===== src/rtl/mont_pkg.sv =====
// Shared constants and types for the Montgomery multiplier datapath.
package mont_pkg;

  localparam int unsigned Q       = 3329;
  localparam int unsigned COEFF_W = 12;

  typedef logic [COEFF_W-1:0] coeff_t;

endpackage


===== src/rtl/mont_res_fifo.sv =====
// Synchronous first-word fall-through FIFO holding multiplier results.
// The pointers carry one extra wrap bit so that full and empty are distinguishable.
module mont_res_fifo #(
  parameter int unsigned WIDTH = 12,
  parameter int unsigned DEPTH = 8,
  parameter int unsigned CNT_W = $clog2(DEPTH) + 1
) (
  input  logic             clk,
  input  logic             rst_n,
  input  logic             push,
  input  logic             pop,
  input  logic [WIDTH-1:0] wdata,
  output logic             full,
  output logic             empty,
  output logic [WIDTH-1:0] rdata
);

  localparam int unsigned AW = CNT_W - 1;

  logic [CNT_W-1:0] wr_ptr_q, rd_ptr_q;
  logic [WIDTH-1:0] mem_q [DEPTH];
  logic             do_push, do_pop;

  assign full  = (wr_ptr_q == {~rd_ptr_q[AW], rd_ptr_q[AW-1:0]});
  assign empty = (wr_ptr_q == rd_ptr_q);
  assign rdata = mem_q[rd_ptr_q[AW-1:0]];

  // When full, a push is only taken alongside a pop; the slot being freed is the one written.
  assign do_pop  = pop & ~empty;
  assign do_push = push & (~full | do_pop);

  // Pointer advance.
  always_ff @(posedge clk or negedge rst_n) begin
    if (!rst_n) begin
      wr_ptr_q <= '0;
      rd_ptr_q <= '0;
    end else begin
      if (do_push) wr_ptr_q <= wr_ptr_q + CNT_W'(1);
      if (do_pop)  rd_ptr_q <= rd_ptr_q + CNT_W'(1);
    end
  end

  // Storage write; cleared on reset so the head reads zero when empty.
  always_ff @(posedge clk or negedge rst_n) begin
    if (!rst_n) begin
      for (int i = 0; i < int'(DEPTH); i++) mem_q[i] <= '0;
    end else if (do_push) begin
      mem_q[wr_ptr_q[AW-1:0]] <= wdata;
    end
  end

endmodule


===== src/rtl/mont_mul_stream.sv =====
// Valid/ready front-end and back-end for the pipelined Montgomery multiplier.
// Credits reserve a FIFO slot per accepted operation so results are never dropped.
module mont_mul_stream
  import mont_pkg::*;
#(
  parameter int unsigned WIDTH = COEFF_W,
  parameter int unsigned DEPTH = 8,
  parameter int unsigned CNT_W = $clog2(DEPTH) + 1
) (
  input  logic             clk,
  input  logic             rst_n,
  input  logic             s_valid,
  output logic             s_ready,
  input  logic [WIDTH-1:0] s_a,
  input  logic [WIDTH-1:0] s_b,
  output logic             mul_en,
  output logic [WIDTH-1:0] mul_a,
  output logic [WIDTH-1:0] mul_b,
  input  logic [WIDTH-1:0] mul_result,
  input  logic             mul_valid,
  output logic             m_valid,
  input  logic             m_ready,
  output logic [WIDTH-1:0] m_data,
  output logic             busy,
  output logic             err
);

  logic [CNT_W-1:0] credit_q, credit_d;
  logic [CNT_W-1:0] in_flight_q, in_flight_d;
  logic             mul_en_q, err_q, err_d;
  logic [WIDTH-1:0] mul_a_q, mul_b_q;
  logic             accept, pop, mul_ret, fifo_push, fifo_full, fifo_empty;

  assign s_ready = (credit_q != '0);
  assign accept  = s_valid & s_ready;
  assign pop     = m_valid & m_ready;
  assign m_valid = ~fifo_empty;
  assign busy    = (credit_q != CNT_W'(DEPTH));
  assign mul_en  = mul_en_q;
  assign mul_a   = mul_a_q;
  assign mul_b   = mul_b_q;
  assign err     = err_q;

  // A result only counts if an operation is outstanding; stray strobes are dropped.
  assign mul_ret   = mul_valid & (in_flight_q != '0);
  assign fifo_push = mul_ret & (~fifo_full | pop);

  // Next-state for credit, in-flight count and sticky error.
  always_comb begin
    credit_d    = credit_q;
    in_flight_d = in_flight_q;
    err_d       = err_q;
    case ({accept, pop})
      2'b10:   credit_d = credit_q - CNT_W'(1);
      2'b01:   credit_d = credit_q + CNT_W'(1);
      default: credit_d = credit_q;
    endcase
    case ({mul_en_q, mul_ret})
      2'b10:   in_flight_d = in_flight_q + CNT_W'(1);
      2'b01:   in_flight_d = in_flight_q - CNT_W'(1);
      default: in_flight_d = in_flight_q;
    endcase
    if (mul_valid && ((in_flight_q == '0) || (fifo_full && !pop))) begin
      err_d = 1'b1;
    end
  end

  // State registers for credit, in-flight count and error.
  always_ff @(posedge clk or negedge rst_n) begin
    if (!rst_n) begin
      credit_q    <= CNT_W'(DEPTH);
      in_flight_q <= '0;
      err_q       <= 1'b0;
    end else begin
      credit_q    <= credit_d;
      in_flight_q <= in_flight_d;
      err_q       <= err_d;
    end
  end

  // Issue stage: register the accepted pair towards the multiplier.
  always_ff @(posedge clk or negedge rst_n) begin
    if (!rst_n) begin
      mul_en_q <= 1'b0;
      mul_a_q  <= '0;
      mul_b_q  <= '0;
    end else begin
      mul_en_q <= accept;
      if (accept) begin
        mul_a_q <= s_a;
        mul_b_q <= s_b;
      end
    end
  end

  mont_res_fifo #(
    .WIDTH (WIDTH),
    .DEPTH (DEPTH),
    .CNT_W (CNT_W)
  ) u_res_fifo (
    .clk   (clk),
    .rst_n (rst_n),
    .push  (fifo_push),
    .pop   (pop),
    .wdata (mul_result),
    .full  (fifo_full),
    .empty (fifo_empty),
    .rdata (m_data)
  );

endmodule


===== config.mk =====
export PLATFORM = sky130hd
export DESIGN_NAME = mont_mul_stream
export DESIGN_NICKNAME = d
export VERILOG_FILES = /design/src/rtl/mont_pkg.sv /design/src/rtl/mont_res_fifo.sv /design/src/rtl/mont_mul_stream.sv
export SDC_FILE = /design/constraint.sdc
export NUM_CORES = 1
export LEC_CHECK = 0
export CAP_MARGIN = 25
export CORE_MARGIN = 2
export CORE_UTILIZATION = 35
export CTS_CLUSTER_SIZE = 16
export DETAILED_ROUTE_END_ITERATION = 6
export GPL_TIMING_DRIVEN = 0
export PLACE_DENSITY_LB_ADDON = 0.25
export SETUP_SLACK_MARGIN = 0.2
export SYNTH_ARGS = -nofsm -noshare
export SYNTH_HDL_FRONTEND = slang
export SYNTH_SLANG_ARGS = --single-unit

===== constraint.sdc =====
create_clock -name clk -period 3.65 [get_ports clk]
set_input_delay 0.73 -clock clk [delete_from_list [all_inputs] [get_ports clk]]
set_output_delay 0.73 -clock clk [all_outputs]
set_load 0.01 [all_outputs]

==> flow_metrics.tcl, run 1 <==
set metrics [dict create \
    status "finished, final reports clean" \
    synth_mux_area_share_pct 32.6 \
    clock-sinks 138 \
    synth_edf_count 0 \
    grt_use_total_pct 15.2 \
    avgSynthCellArea_um2 15.9 \
    synth_area_um2 6380 \
    tritoncts "built" \
    synthTopCellsByCount "137 x dfrtp_1, 136 x mux2_2, 24 x mux4_2, 10 x xor2_1, 9 x buf_4" \
    synth_top_area_share_pct 53.7 \
    worstHoldPathType "input pin to asynchronous set/reset pin" \
    die_height_um 139 \
    drive_above_1_share_pct 43.4 \
    synth_top_family_by_area "multiplexers" \
    grt_pass1_wl_um 22800 \
    die_w_um 139 \
    power_mw 7.71 \
    critPathLaunchType "flip-flop" \
    ys_async_sr_fraction_pct 100 \
    clk_path_buf_depth 2 \
    fin_crit_sh_pct 90.1 \
    ys_ff_latch 138 \
    r2r_end "credit_q[3]$_DFFE_PN1P_" \
    crit_path_start "u_res_fifo.rd_ptr_q[0]$_DFFE_PN0P_" \
    multiInputGateArea_um2 2770 \
    yosys.area.top_type "dfrtp_1" \
    antenna_found_initial 0 \
    n_fill_cell 1593 \
    cp_data_required_time_ps 2920 \
    yosysWarnings 0 \
    clockRootBuffer "clkbuf_16" \
    ios 82 \
    crit_type "flip-flop to output pin" \
    yosysSeqAreaShare_pct 54.1 \
    cp.arrival_ps 2560 \
    route.vias.total 3706 \
    grt_max_degree 105 \
    rr_worst_depth 11 \
    core_um2 17900 \
    max_slew.worst_pin.slew_ps 549 \
    gp_congestion 0.727 \
    r2r-start "credit_q[0]$_DFFE_PN0P_" \
    grt_pass1_vias 4153 \
    drv_cap 0 \
    drcViolationCount 0 \
    syn-num-nets 451 \
    cp_max_fo 10 \
    synth_flop_cell "dfrtp_1" \
    cp-endpoint "m_data[7]" \
    yosysUniqueCellTypes 34 \
    fin_setup_tns_ps 0 \
    ant_nets 0 \
    wl_um 13700 \
    synth_xor_area_share_pct 2.59 \
    port_buffers 81 \
    ir_worst_vdd_uv 381 \
    hold_viol_final 0 \
    p_leak_nw 3.34 \
    initial_core_util_pct 35.7 \
    max_clock_freq_mhz 304 \
    core.rowCount 49 \
    finalCriticalPeriod_ps 3290 \
    first_pass_iters 4 \
    powerDensity_nw_per_um2 948 \
    syn_inst 401 \
    drt-vias-per-instance 4.97 \
    cts_buffers 17 \
    yosys.area_share.simple_pct 2.23 \
    dpl.hpwl_um 9150 \
    drtIter0Drc 172 \
    synthAdderAreaFrac_pct 1.88 \
    htree_levels 4 \
    layout.nets 553 \
    yosys-top-cells-area "dfrtp_1 54%, mux2_2 24%, mux4_2 8.5%, a2111oi_4 2.6%, ha_1 1.6%" \
    dieArea_um2 19300 \
    synth-compound-area-share_pct 4.08 \
    drv_slew 0 \
    wl_per_cell_um 18.4 \
    cp-end-kind "output pin" \
    clk_latency_ps 410 \
    reg2reg_slack_ps 620 \
    rsz0062_at_grt "false" \
    clkTransAtPathRegs_ps 60 \
    area_growth_syn_to_layout_pct 27.5 \
    post-synth-top-count-cell "dfrtp_1" \
    timing.slew.headroom_pct 63.4 \
    regArea_um2 3450 \
    gr-total-overflow 0 \
    diodes 0 \
    holdWs_ps 213 \
    clock-skew-final_ps 4.86 \
    setup_violations 0 \
]
-- power breakdown --
part           internal (mW)  switching, mW
clock network           1.10          0.636
registers               2.25          0.422
logic                   1.95           1.35
-- flip-flops by register name, summed over array words and instances, names as in the netlist --
| name | cells |
|---|---|
| in_flight_q | 4 |
| u_res_fifo.wr_ptr_q | 4 |
| mul_en | 1 |
| u_res_fifo.mem_q | 96 |
| err | 1 |
| mul_a | 12 |
| mul_b | 12 |
| credit_q | 4 |
| u_res_fifo.rd_ptr_q | 4 |
-- cells in the final DEF (no fill, tap or decap), types with 3 or more instances in the layout --
cell type / Yosys / routed
dfrtp_1: 137 / 137
mux2_2: 136 / 136
clkdlybuf4s50_1: 0 / 80
mux4_2: 24 / 24
clkbuf_16: 0 / 17
buf_4: 9 / 10
xor2_1: 10 / 10
ha_1: 8 / 8
inv_1: 7 / 7
xnor2_1: 7 / 7
a21oi_1: 7 / 7
clkinv_2: 0 / 7
nand2_1: 6 / 6
nor2_1: 6 / 6
a2111oi_4: 6 / 6
buf_6: 2 / 5
nand2b_1: 5 / 5
clkbuf_2: 0 / 3
a21o_1: 3 / 3
bufinv_16: 0 / 3
-- final cells by class --
| type | instances | share of cell area [%] |
|---|---|---|
| plain buffers | 21 | 1.83 |
| clock buffers | 19 | 5.57 |
| clock inverters | 13 | 1.85 |
| inverters | 7 | 0.323 |
| multi-input cells | 235 | 34.0 |
| flip-flops and latches | 138 | 42.5 |
| well taps | 229 | 3.52 |
| repair buffers | 83 | 10.4 |
-- how the worst min path moves through the flow --
stage / from / endpoint / slack [ps]
after global placement: err$_DFFE_PN0P_ / err$_DFFE_PN0P_ / 450
after CTS: rst_n / u_res_fifo.mem_q[77]$_DFFE_PN0P_ / 210
after floorplan: rst_n / credit_q[0]$_DFFE_PN0P_ / 430
after global routing: rst_n / u_res_fifo.mem_q[63]$_DFFE_PN0P_ / 230
after detailed placement: err$_DFFE_PN0P_ / err$_DFFE_PN0P_ / 450
final: rst_n / u_res_fifo.mem_q[65]$_DFFE_PN0P_ / 210
-- critical path: stages (launching register included) --
cell and delay [ps]:
dfrtp_1 340, buf_4 250, buf_6 240, mux4_2 530
mux2_2 280, clkdlybuf4s50_1 490
-- per-layer routing --
layer / wire length, um / global-route usage (%) / vias to the layer above
met2: 6920 / 25.2 / 57
met4: 229 / 5.10 / 0
met3: 437 / 3.73 / 19
met1: 6120 / 19.7 / 1952
met5: 0 / 0 / -
li1: - / - / 1678
-- through the flow --
step | setup WS (ps) | utilization, % | std cells | instance area, um^2
after floorplan | 781 | - | 401 | 6380
after global placement | -3490 | 41.8 | 711 | 7480
after detailed placement | 345 | 41.9 | 712 | 7510
after CTS | 235 | 45.4 | 744 | 8120
after global routing | 229 | 45.5 | 745 | 8140
final | 360 | 45.5 | 745 | 8140
-- kinds of logic after synthesis --
family                     after synthesis
buffers and inverters                   28
and+or+nand+nor                         26
DFF                                    138
adders and majority gates                9
muxes                                  161
AOI/OAI and AO/OA                       21
xor gates and xnor gates                18
-- timing repair --
item                       4_1_cts  5_1_grt
hold endpoints to repair         0        0
resized for setup                5        2
setup buffers                    0        1
setup endpoints to repair       12       12
hold buffers                     0        0
cloned                           0        0
pin swaps                        0        1
No activity file was read; power rests on OpenSTA's default activity.
==> run 2, diff against run 1 <==
Settings changed: CTS_CLUSTER_SIZE 16 to default.
==> results of run 2 <==
No change in the layout: final DEF, timing and power equal those of run 1.
